--- config.mk ---
export PLATFORM = sky130hd
export DESIGN_NAME = bus_arbiter
export DESIGN_NICKNAME = d
export VERILOG_FILES = /design/src/rtl/bus_arbiter_pkg.sv /design/src/rtl/bus_arb_rr_pick.sv /design/src/rtl/bus_arbiter.sv
export SDC_FILE = /design/constraint.sdc
export NUM_CORES = 1
export LEC_CHECK = 0
export CELL_PAD_IN_SITES_DETAIL_PLACEMENT = 0
export CELL_PAD_IN_SITES_GLOBAL_PLACEMENT = 1
export CORE_AREA = 3 3 40 42
export CTS_BUF_LIST = sky130_fd_sc_hd__clkbuf_4 sky130_fd_sc_hd__clkbuf_8
export DETAILED_ROUTE_END_ITERATION = 8
export DIE_AREA = 0 0 43 45
export MAX_ROUTING_LAYER = met4
export PLACE_DENSITY = 0.81
export SYNTH_ARGS = -nofsm -noshare
export SYNTH_HDL_FRONTEND = slang
export SYNTH_SLANG_ARGS = --single-unit
--- constraint.sdc ---
create_clock -name clk -period 1.5 [get_ports clk]
set_input_delay 0.3 -clock clk [delete_from_list [all_inputs] [get_ports clk]]
set_output_delay 0.3 -clock clk [all_outputs]
set_load 0.005 [all_outputs]
--- src/rtl/bus_arbiter_pkg.sv ---
// Shared bus-master definitions for the round-robin bus arbiter: master count,
// owner index type, owner encodings, active-low enable levels and the grant
// decode helper.
package bus_arbiter_pkg;

  localparam int BUS_MASTER_CH = 4;
  localparam int BUS_OWNER_W   = 2;

  typedef logic [BUS_OWNER_W-1:0] BusOwnerBus;

  localparam BusOwnerBus BUS_OWNER_MASTER_0 = 2'd0;
  localparam BusOwnerBus BUS_OWNER_MASTER_1 = 2'd1;
  localparam BusOwnerBus BUS_OWNER_MASTER_2 = 2'd2;
  localparam BusOwnerBus BUS_OWNER_MASTER_3 = 2'd3;

  // Active-low control levels used on every request/grant/strobe line.
  localparam logic ENABLE_  = 1'b0;
  localparam logic DISABLE_ = 1'b1;

  // One-hot active-low grant vector for a given owner.
  function automatic logic [BUS_MASTER_CH-1:0] grant_decode(input BusOwnerBus owner);
    logic [BUS_MASTER_CH-1:0] g;
    g        = {BUS_MASTER_CH{DISABLE_}};
    g[owner] = ENABLE_;
    return g;
  endfunction

endpackage

--- src/rtl/bus_arb_rr_pick.sv ---
// Combinational round-robin scan: starting just after the current owner, finds
// the first requesting master among owner+1, owner+2, owner+3 (modulo 4).
// The owner itself is never considered. found is low when nobody else asks.
module bus_arb_rr_pick
  import bus_arbiter_pkg::*;
(
  input  BusOwnerBus               owner,
  input  logic [BUS_MASTER_CH-1:0] req,
  output BusOwnerBus               next_owner,
  output logic                     found
);

  BusOwnerBus cand;

  // Scan from the farthest candidate back to the nearest so the nearest wins.
  always_comb begin
    next_owner = owner;
    found      = 1'b0;
    cand       = owner;
    for (int k = BUS_MASTER_CH - 1; k >= 1; k--) begin
      // Two-bit wrap gives the modulo-4 rotation for free.
      cand = owner + BUS_OWNER_W'(k);
      if (req[cand]) begin
        next_owner = cand;
        found      = 1'b1;
      end
    end
  end

endmodule

--- src/rtl/bus_arbiter.sv ---
// Round-robin arbiter for the four SoC bus masters. Owner, grants and the
// watchdog strobe are all registered; exactly one grant is asserted at all
// times. Optional watchdog compiled in with `define BUS_ARB_TIMEOUT_EN:
// after TIMEOUT_CYCLES contended hold cycles the owner is forced to rotate.
module bus_arbiter
  import bus_arbiter_pkg::*;
#(
  parameter int TIMEOUT_CYCLES = 256
) (
  input  logic       clk,
  input  logic       reset_,
  input  logic       m0_req_,
  input  logic       m1_req_,
  input  logic       m2_req_,
  input  logic       m3_req_,
  output logic       m0_grnt_,
  output logic       m1_grnt_,
  output logic       m2_grnt_,
  output logic       m3_grnt_,
  output BusOwnerBus bus_owner,
  output logic       arb_timeout_
);

  if (TIMEOUT_CYCLES < 2) begin : g_timeout_range
    $error("bus_arbiter: TIMEOUT_CYCLES must be at least 2");
  end

  logic [BUS_MASTER_CH-1:0] req;
  logic [BUS_MASTER_CH-1:0] grnt_q;
  BusOwnerBus               owner_q;
  BusOwnerBus               owner_nxt;
  BusOwnerBus               pick_owner;
  logic                     pick_found;
  logic                     owner_req;

  assign req       = ~{m3_req_, m2_req_, m1_req_, m0_req_};
  assign owner_req = req[owner_q];

  bus_arb_rr_pick u_pick (
    .owner      (owner_q),
    .req        (req),
    .next_owner (pick_owner),
    .found      (pick_found)
  );

`ifdef BUS_ARB_TIMEOUT_EN
  localparam int CNT_W = $clog2(TIMEOUT_CYCLES);
  localparam logic [CNT_W-1:0] CNT_LAST = CNT_W'(TIMEOUT_CYCLES - 1);

  logic [CNT_W-1:0] hold_cnt;
  logic             timeout_q;
  logic             contend;
  logic             expire;

  // Contended hold: owner keeps asking while someone else is waiting.
  assign contend = owner_req & pick_found;
  assign expire  = contend && (hold_cnt == CNT_LAST);
`endif

  // Next owner: hand off on release, optionally force rotation on expiry.
  always_comb begin
    owner_nxt = owner_q;
    if (!owner_req && pick_found) begin
      owner_nxt = pick_owner;
    end
`ifdef BUS_ARB_TIMEOUT_EN
    else if (expire) begin
      owner_nxt = pick_owner;
    end
`endif
  end

  // Owner and grant flops update together so grants never glitch.
  always_ff @(posedge clk or negedge reset_) begin
    if (!reset_) begin
      owner_q <= BUS_OWNER_MASTER_0;
      grnt_q  <= grant_decode(BUS_OWNER_MASTER_0);
    end else begin
      owner_q <= owner_nxt;
      grnt_q  <= grant_decode(owner_nxt);
    end
  end

`ifdef BUS_ARB_TIMEOUT_EN
  // Watchdog: count contended holds; rotation or any gap clears the count.
  always_ff @(posedge clk or negedge reset_) begin
    if (!reset_) begin
      hold_cnt  <= '0;
      timeout_q <= DISABLE_;
    end else begin
      timeout_q <= expire ? ENABLE_ : DISABLE_;
      if (!contend || (owner_nxt != owner_q)) begin
        hold_cnt <= '0;
      end else begin
        hold_cnt <= hold_cnt + CNT_W'(1);
      end
    end
  end

  assign arb_timeout_ = timeout_q;
`else
  assign arb_timeout_ = DISABLE_;
`endif

  assign bus_owner = owner_q;
  assign m0_grnt_  = grnt_q[0];
  assign m1_grnt_  = grnt_q[1];
  assign m2_grnt_  = grnt_q[2];
  assign m3_grnt_  = grnt_q[3];

endmodule

Yosys cells after proc, flatten, opt, wreduce, memory -nomap -nowiden
Index checks and enable logic that the tools add are counted.
Widths: inputs -> output; s select.

word-level totals
  register bits = 6
  output and inout bits = 7
  logic and storage cells = 33

cells by class
  $add $sub $neg = 3
  order comparisons = 6
  multiplexer cells = 17
  bitwise logic cells = 2
  reductions and logical operators = 3

operator list
  operator             number
  $lt 2x3->1 const B   5
  $bmux 1 s2           4
  $mux 1               8
  $mux 2               4
  $not 4->4            2
  $add 2x2->2 const B  2
  $add 2x1->2 const B  1
  $demux 1 s2          1
  $ge 2x1->1 const B   1
  $logic_and 1x1->1    2
  $logic_not 1->1      1

Depth between registers and ports, before layout
  word-level depth = 13
  depth in mapped cells = 4

Hierarchy
From an unflattened synthesis, not the netlist that was laid out.

unflattened totals
  cell total of the unflattened synthesis = 51
  area total of the unflattened synthesis = 446.7 µm²

modules (own cells, without submodules)
  module           times used  cells an instance  area an instance (µm²)  seq. area each (µm²)
  bus_arbiter      1           31                 312.8                   153.9
  bus_arb_rr_pick  1           20                 133.9                   0.0

Worst setup path before layout
No wires, ideal clock.

  path kind = register -> register
  start = register owner_q[0] (netlist: bus_owner[0])
  end = register grnt_q[0]
  library setup time = 0.128 ns
  data arrival time = 0.861 ns
  setup slack = 0.511 ns
  stages on the path, launching flop included = 4
  path through = dfrtp_1 > buf_6 > nor3_2 > nor3_1

on the way
  cells in the longest elaborated chain, start to end = 13
  elaborated cells on any way between the ends = 26
  classes of those cells = add/sub (3); order compare (2); mux (17); bitwise (1); reduce/logical (3)

RTL lines
  element                                                                RTL line               source
  start, declared                                                        bus_arbiter.sv:30      BusOwnerBus owner_q;
  start signal, assigned                                                 bus_arbiter.sv:79      owner_q <= owner_nxt;
  $add 2x2->2                                                            bus_arb_rr_pick.sv:22  cand = owner + BUS_OWNER_W'(k);
  $bmux 1 s2                                                             bus_arb_rr_pick.sv:23  if (req[cand]) begin
  $mux 1 (implied by the code)                                           bus_arb_rr_pick.sv:23
  $mux 1 (3 in a row)                                                    bus_arb_rr_pick.sv:23
  $logic_and 1x1->1                                                      bus_arbiter.sv:63      if (!owner_req && pick_found) begin
  $mux 2 *                                                               bus_arbiter.sv:63
  $lt 2x3->1 (implied by the code) / $ge 2x1->1 (equally long branches)  bus_arbiter_pkg.sv:24  g[owner] = ENABLE_;
  $logic_and 1x1->1 (implied by the code)                                bus_arbiter_pkg.sv:24
  $mux 1 (implied by the code)                                           bus_arbiter_pkg.sv:24
  $demux 1 s2 *                                                          bus_arbiter_pkg.sv:24
  $not 4->4 (no line) *                                                  -
  end signal, assigned                                                   bus_arbiter.sv:77      grnt_q <= grant_decode(BUS_OWNER_MASTER_0);
  end signal, assigned                                                   bus_arbiter.sv:80      grnt_q <= grant_decode(owner_nxt);
  end, declared                                                          bus_arbiter.sv:29      logic [BUS_MASTER_CH-1:0] grnt_q;

Mark *: on every way between the ends. The rest lies on a longest branch, timed or not. The select of a mux whose other input is x is not followed.

Final worst setup path
  start = register owner_q[1] (netlist: bus_owner[1])
  end = output port bus_owner[1]

RTL lines
  element        RTL line           source
  end, declared  bus_arbiter.sv:20  output BusOwnerBus bus_owner,

No word-level cell between the ends.

==> results.cfg <==
[status]
status = complete, no violations

[timing]
final_period_minus_worst_setup_slack_ns = 1.39
setup_repair_after_global_routing_missed_its_margin = no
worst_slack_ns = 0.111
fmax_mhz = 720
setup_skew_ns = 0.00844
hold_violations_final = 0
finalCritPeriodShare = 0.926
slew_violations = 0
finalHoldWorstSlack_ns = 0.283
setup_viol = 0

[clock_tree]
cts-buffers-inserted = 3
cts-htree-levels = 1
tritoncts_num_sinks = 6
setup_repair_bufs_after_cts = 0
cts-root-buf = sky130_fd_sc_hd__clkbuf_4
clk-insertion-delay-late_ns = 0.24
tritoncts = done
clk_pin_slew_worst_paths_ns = 0.05
max-clock-path-buffers = 2

[synth]
synthesis.nets = 58
synth_largest_area_cell = sky130_fd_sc_hd__dfstp_2
ys_top_cells_by_area = sky130_fd_sc_hd__dfstp_2 (17%), sky130_fd_sc_hd__dfrtp_1 (16%), sky130_fd_sc_hd__buf_6 (7.4%)
yosys_warnings = 0
sequential_cell_area_fraction_in_the_yosys_report = 0.336
yosys_register_bits = 6
netlist-cell-type-count = 26
synthCells = 52
post_synth_instance_area_um2 = 458
synth_area_per_cell_um2 = 8.81
synth_largest_type_area_fraction = 0.172

[global_route]
grt_antenna_before_repair = 0
gr-usage-all-layers = 0.108
globalRouteOverflowTotal = 0
grt_first_pass_wirelength_mm = 1.50
grt_start_max_net_pins = 17
grt_pass1_vias = 367

[pwr]
power_density_mw_per_mm2 = 1150
total_leakage_power_nw = 0.245
vdd_drop_max_mv = 0.418

[placed_design]
hpwlAfterDp_um = 678
gp_congestion = 0.778
dp.cells = 79
detailed_place.area_um2 = 583
place.port_buffers = 11
place_ws_ns = -0.00752

[worst_setup_path]
path_buf_inv = 1
required_ns = 1.20
cp_data_arrival_time_ns = 1.09
critPathTopFamily = buffers and inverters
endpoint_kind = output port
critical_path_class = reg -> out
cp_slowest_stage_delay_ns = 0.50
crit_fanout = 2
cp_slowest_cell = sky130_fd_sc_hd__clkdlybuf4s50_1
path_cells = clkdlybuf4s50_1
timing.critical_path.from_type = flip-flop

[die]
count_of_standard_cell_rows = 13
ioPinCount = 13
start_util = 0.356
floorplan.die.height_um = 45
die_w_um = 43
floorplan.die_area_mm2 = 0.00194
core_region_area_mm2 = 0.00128

[final_layout]
nets = 75
layout_common_cells = sky130_fd_sc_hd__clkdlybuf4s50_1 (8), sky130_fd_sc_hd__nand2_1 (7), sky130_fd_sc_hd__buf_4 (7), sky130_fd_sc_hd__o21ai_0 (4), sky130_fd_sc_hd__clkbuf_4 (4)
antennaDiodeCount = 0
layout.cells.non_filler = 83
area_growth_syn_to_layout_pct = 33.1
fraction_of_final_layout_cells_with_drive_strength_greater_than_1 = 0.279
layout.cells.most_common = sky130_fd_sc_hd__clkdlybuf4s50_1
final.fill_count = 147
fin_area_um2 = 609

[routing]
antenna_violating_nets_post_route = 0
wl_per_cell_um = 10.8
drt_drc_violations_left = 0
drt-total-wl_um = 897
total_vias_in_the_final_route = 407
drt_iter0_markers = 1
vias_per_cell = 4.90
drt_first_pass_iters = 2

[hold_path]
timing.hold.worst.class = in -> async

[job]
max_cap_violations = 0
[registers in the layout, indices dropped and copies added (netlist names)]
register / count
bus_owner: 2
grnt_q: 4
[layout make-up]
class / count / area, um^2 / share of cell area
flip-flops and latches: 6 / 154 / 0.253
repair buffers: 18 / 159 / 0.261
clock buffers: 4 / 30.0 / 0.0493
multi-input cells: 40 / 248 / 0.407
well taps: 15 / 18.8 / 0.0308
[cell usage after synthesis]
| cell | count |
|---|---|
| sky130_fd_sc_hd__nand2_1 | 7 |
| sky130_fd_sc_hd__o21ai_0 | 4 |
| sky130_fd_sc_hd__a21oi_1 | 3 |
| sky130_fd_sc_hd__buf_4 | 3 |
| sky130_fd_sc_hd__buf_6 | 3 |
| sky130_fd_sc_hd__dfrtp_1 | 3 |
| sky130_fd_sc_hd__dfstp_2 | 3 |
| sky130_fd_sc_hd__nor2_1 | 3 |
| sky130_fd_sc_hd__a211oi_1 | 2 |
| sky130_fd_sc_hd__nand2b_1 | 2 |
| sky130_fd_sc_hd__nand3b_1 | 2 |
| sky130_fd_sc_hd__o21bai_1 | 2 |
| sky130_fd_sc_hd__o2bb2ai_1 | 2 |
| sky130_fd_sc_hd__a221oi_2 | 1 |
| sky130_fd_sc_hd__a31oi_1 | 1 |
| sky130_fd_sc_hd__and2_2 | 1 |
| sky130_fd_sc_hd__conb_1 | 1 |
| sky130_fd_sc_hd__nand3_1 | 1 |
| sky130_fd_sc_hd__nor2b_1 | 1 |
| sky130_fd_sc_hd__nor2b_4 | 1 |
| sky130_fd_sc_hd__nor3_1 | 1 |
| sky130_fd_sc_hd__nor3_2 | 1 |
| sky130_fd_sc_hd__o21a_1 | 1 |
| sky130_fd_sc_hd__o21ai_1 | 1 |
| sky130_fd_sc_hd__o22ai_1 | 1 |
| sky130_fd_sc_hd__or2b_2 | 1 |
[path summary, 6_finish.rpt]
path	from	endpoint	slack [ns]	cells past startpoint
max in group asynchronous	reset_	grnt_q[2]	0.95	1
min in group clk	bus_owner[1]	bus_owner[0]	0.67	2
min	reset_	bus_owner[1]	0.28	1
max reg2reg	bus_owner[1]	grnt_q[0]	0.30	4
max	bus_owner[1]	bus_owner[1]	0.11	1
min reg2reg	bus_owner[1]	bus_owner[0]	0.67	2
[metal layers]
| metal | vias to the layer above | GRT usage | wire [um] |
|---|---|---|---|
| met5 | - | - | 0 |
| met4 | 0 | 0.0723 | 0 |
| met3 | 0 | 0.0279 | 59 |
| met2 | 9 | 0.165 | 440 |
| met1 | 188 | 0.126 | 397 |
| li1 | 210 | - | - |
[what timing repair did]
action	in CTS	in global routing
hold buffers	0	0
setup endpoints to repair	3	0
resized for setup	3	0
[kinds of logic (layout without fill, tap and decap cells)]
kind of cell / Yosys count / in the layout / synth area share
AOI/OAI and AO/OA: 18 / 18 / 0.268
other: 1 / 1 / 0.00819
DFF: 6 / 6 / 0.336
buffers and inverters: 6 / 22 / 0.123
and+or+nand+nor: 21 / 21 / 0.265
[report_power, final]
part | total (mW) | internal (mW) | switching (mW)
registers | 0.224 | 0.212 | 0.0117
clock network | 0.176 | 0.119 | 0.0568
logic | 0.299 | 0.159 | 0.140
[worst register-to-register path, stage by stage (launching register included)]
cell and delay, ns:
sky130_fd_sc_hd__dfrtp_1 0.38, sky130_fd_sc_hd__buf_4 0.18, sky130_fd_sc_hd__nand2b_1 0.16, sky130_fd_sc_hd__a211oi_1 0.27, sky130_fd_sc_hd__nor3_1 0.08
[stage by stage]
stage	utilization	setup TNS (ns)	total power [mW]
after detailed placement	0.454	-0.00779	0.540
final	0.474	0	0.698
after floorplan	-	0	0.417
after CTS	0.474	0	0.708
after global routing	0.474	0	0.746
after global placement	0.454	0	0.541
(Power assumes the default switching activity.)
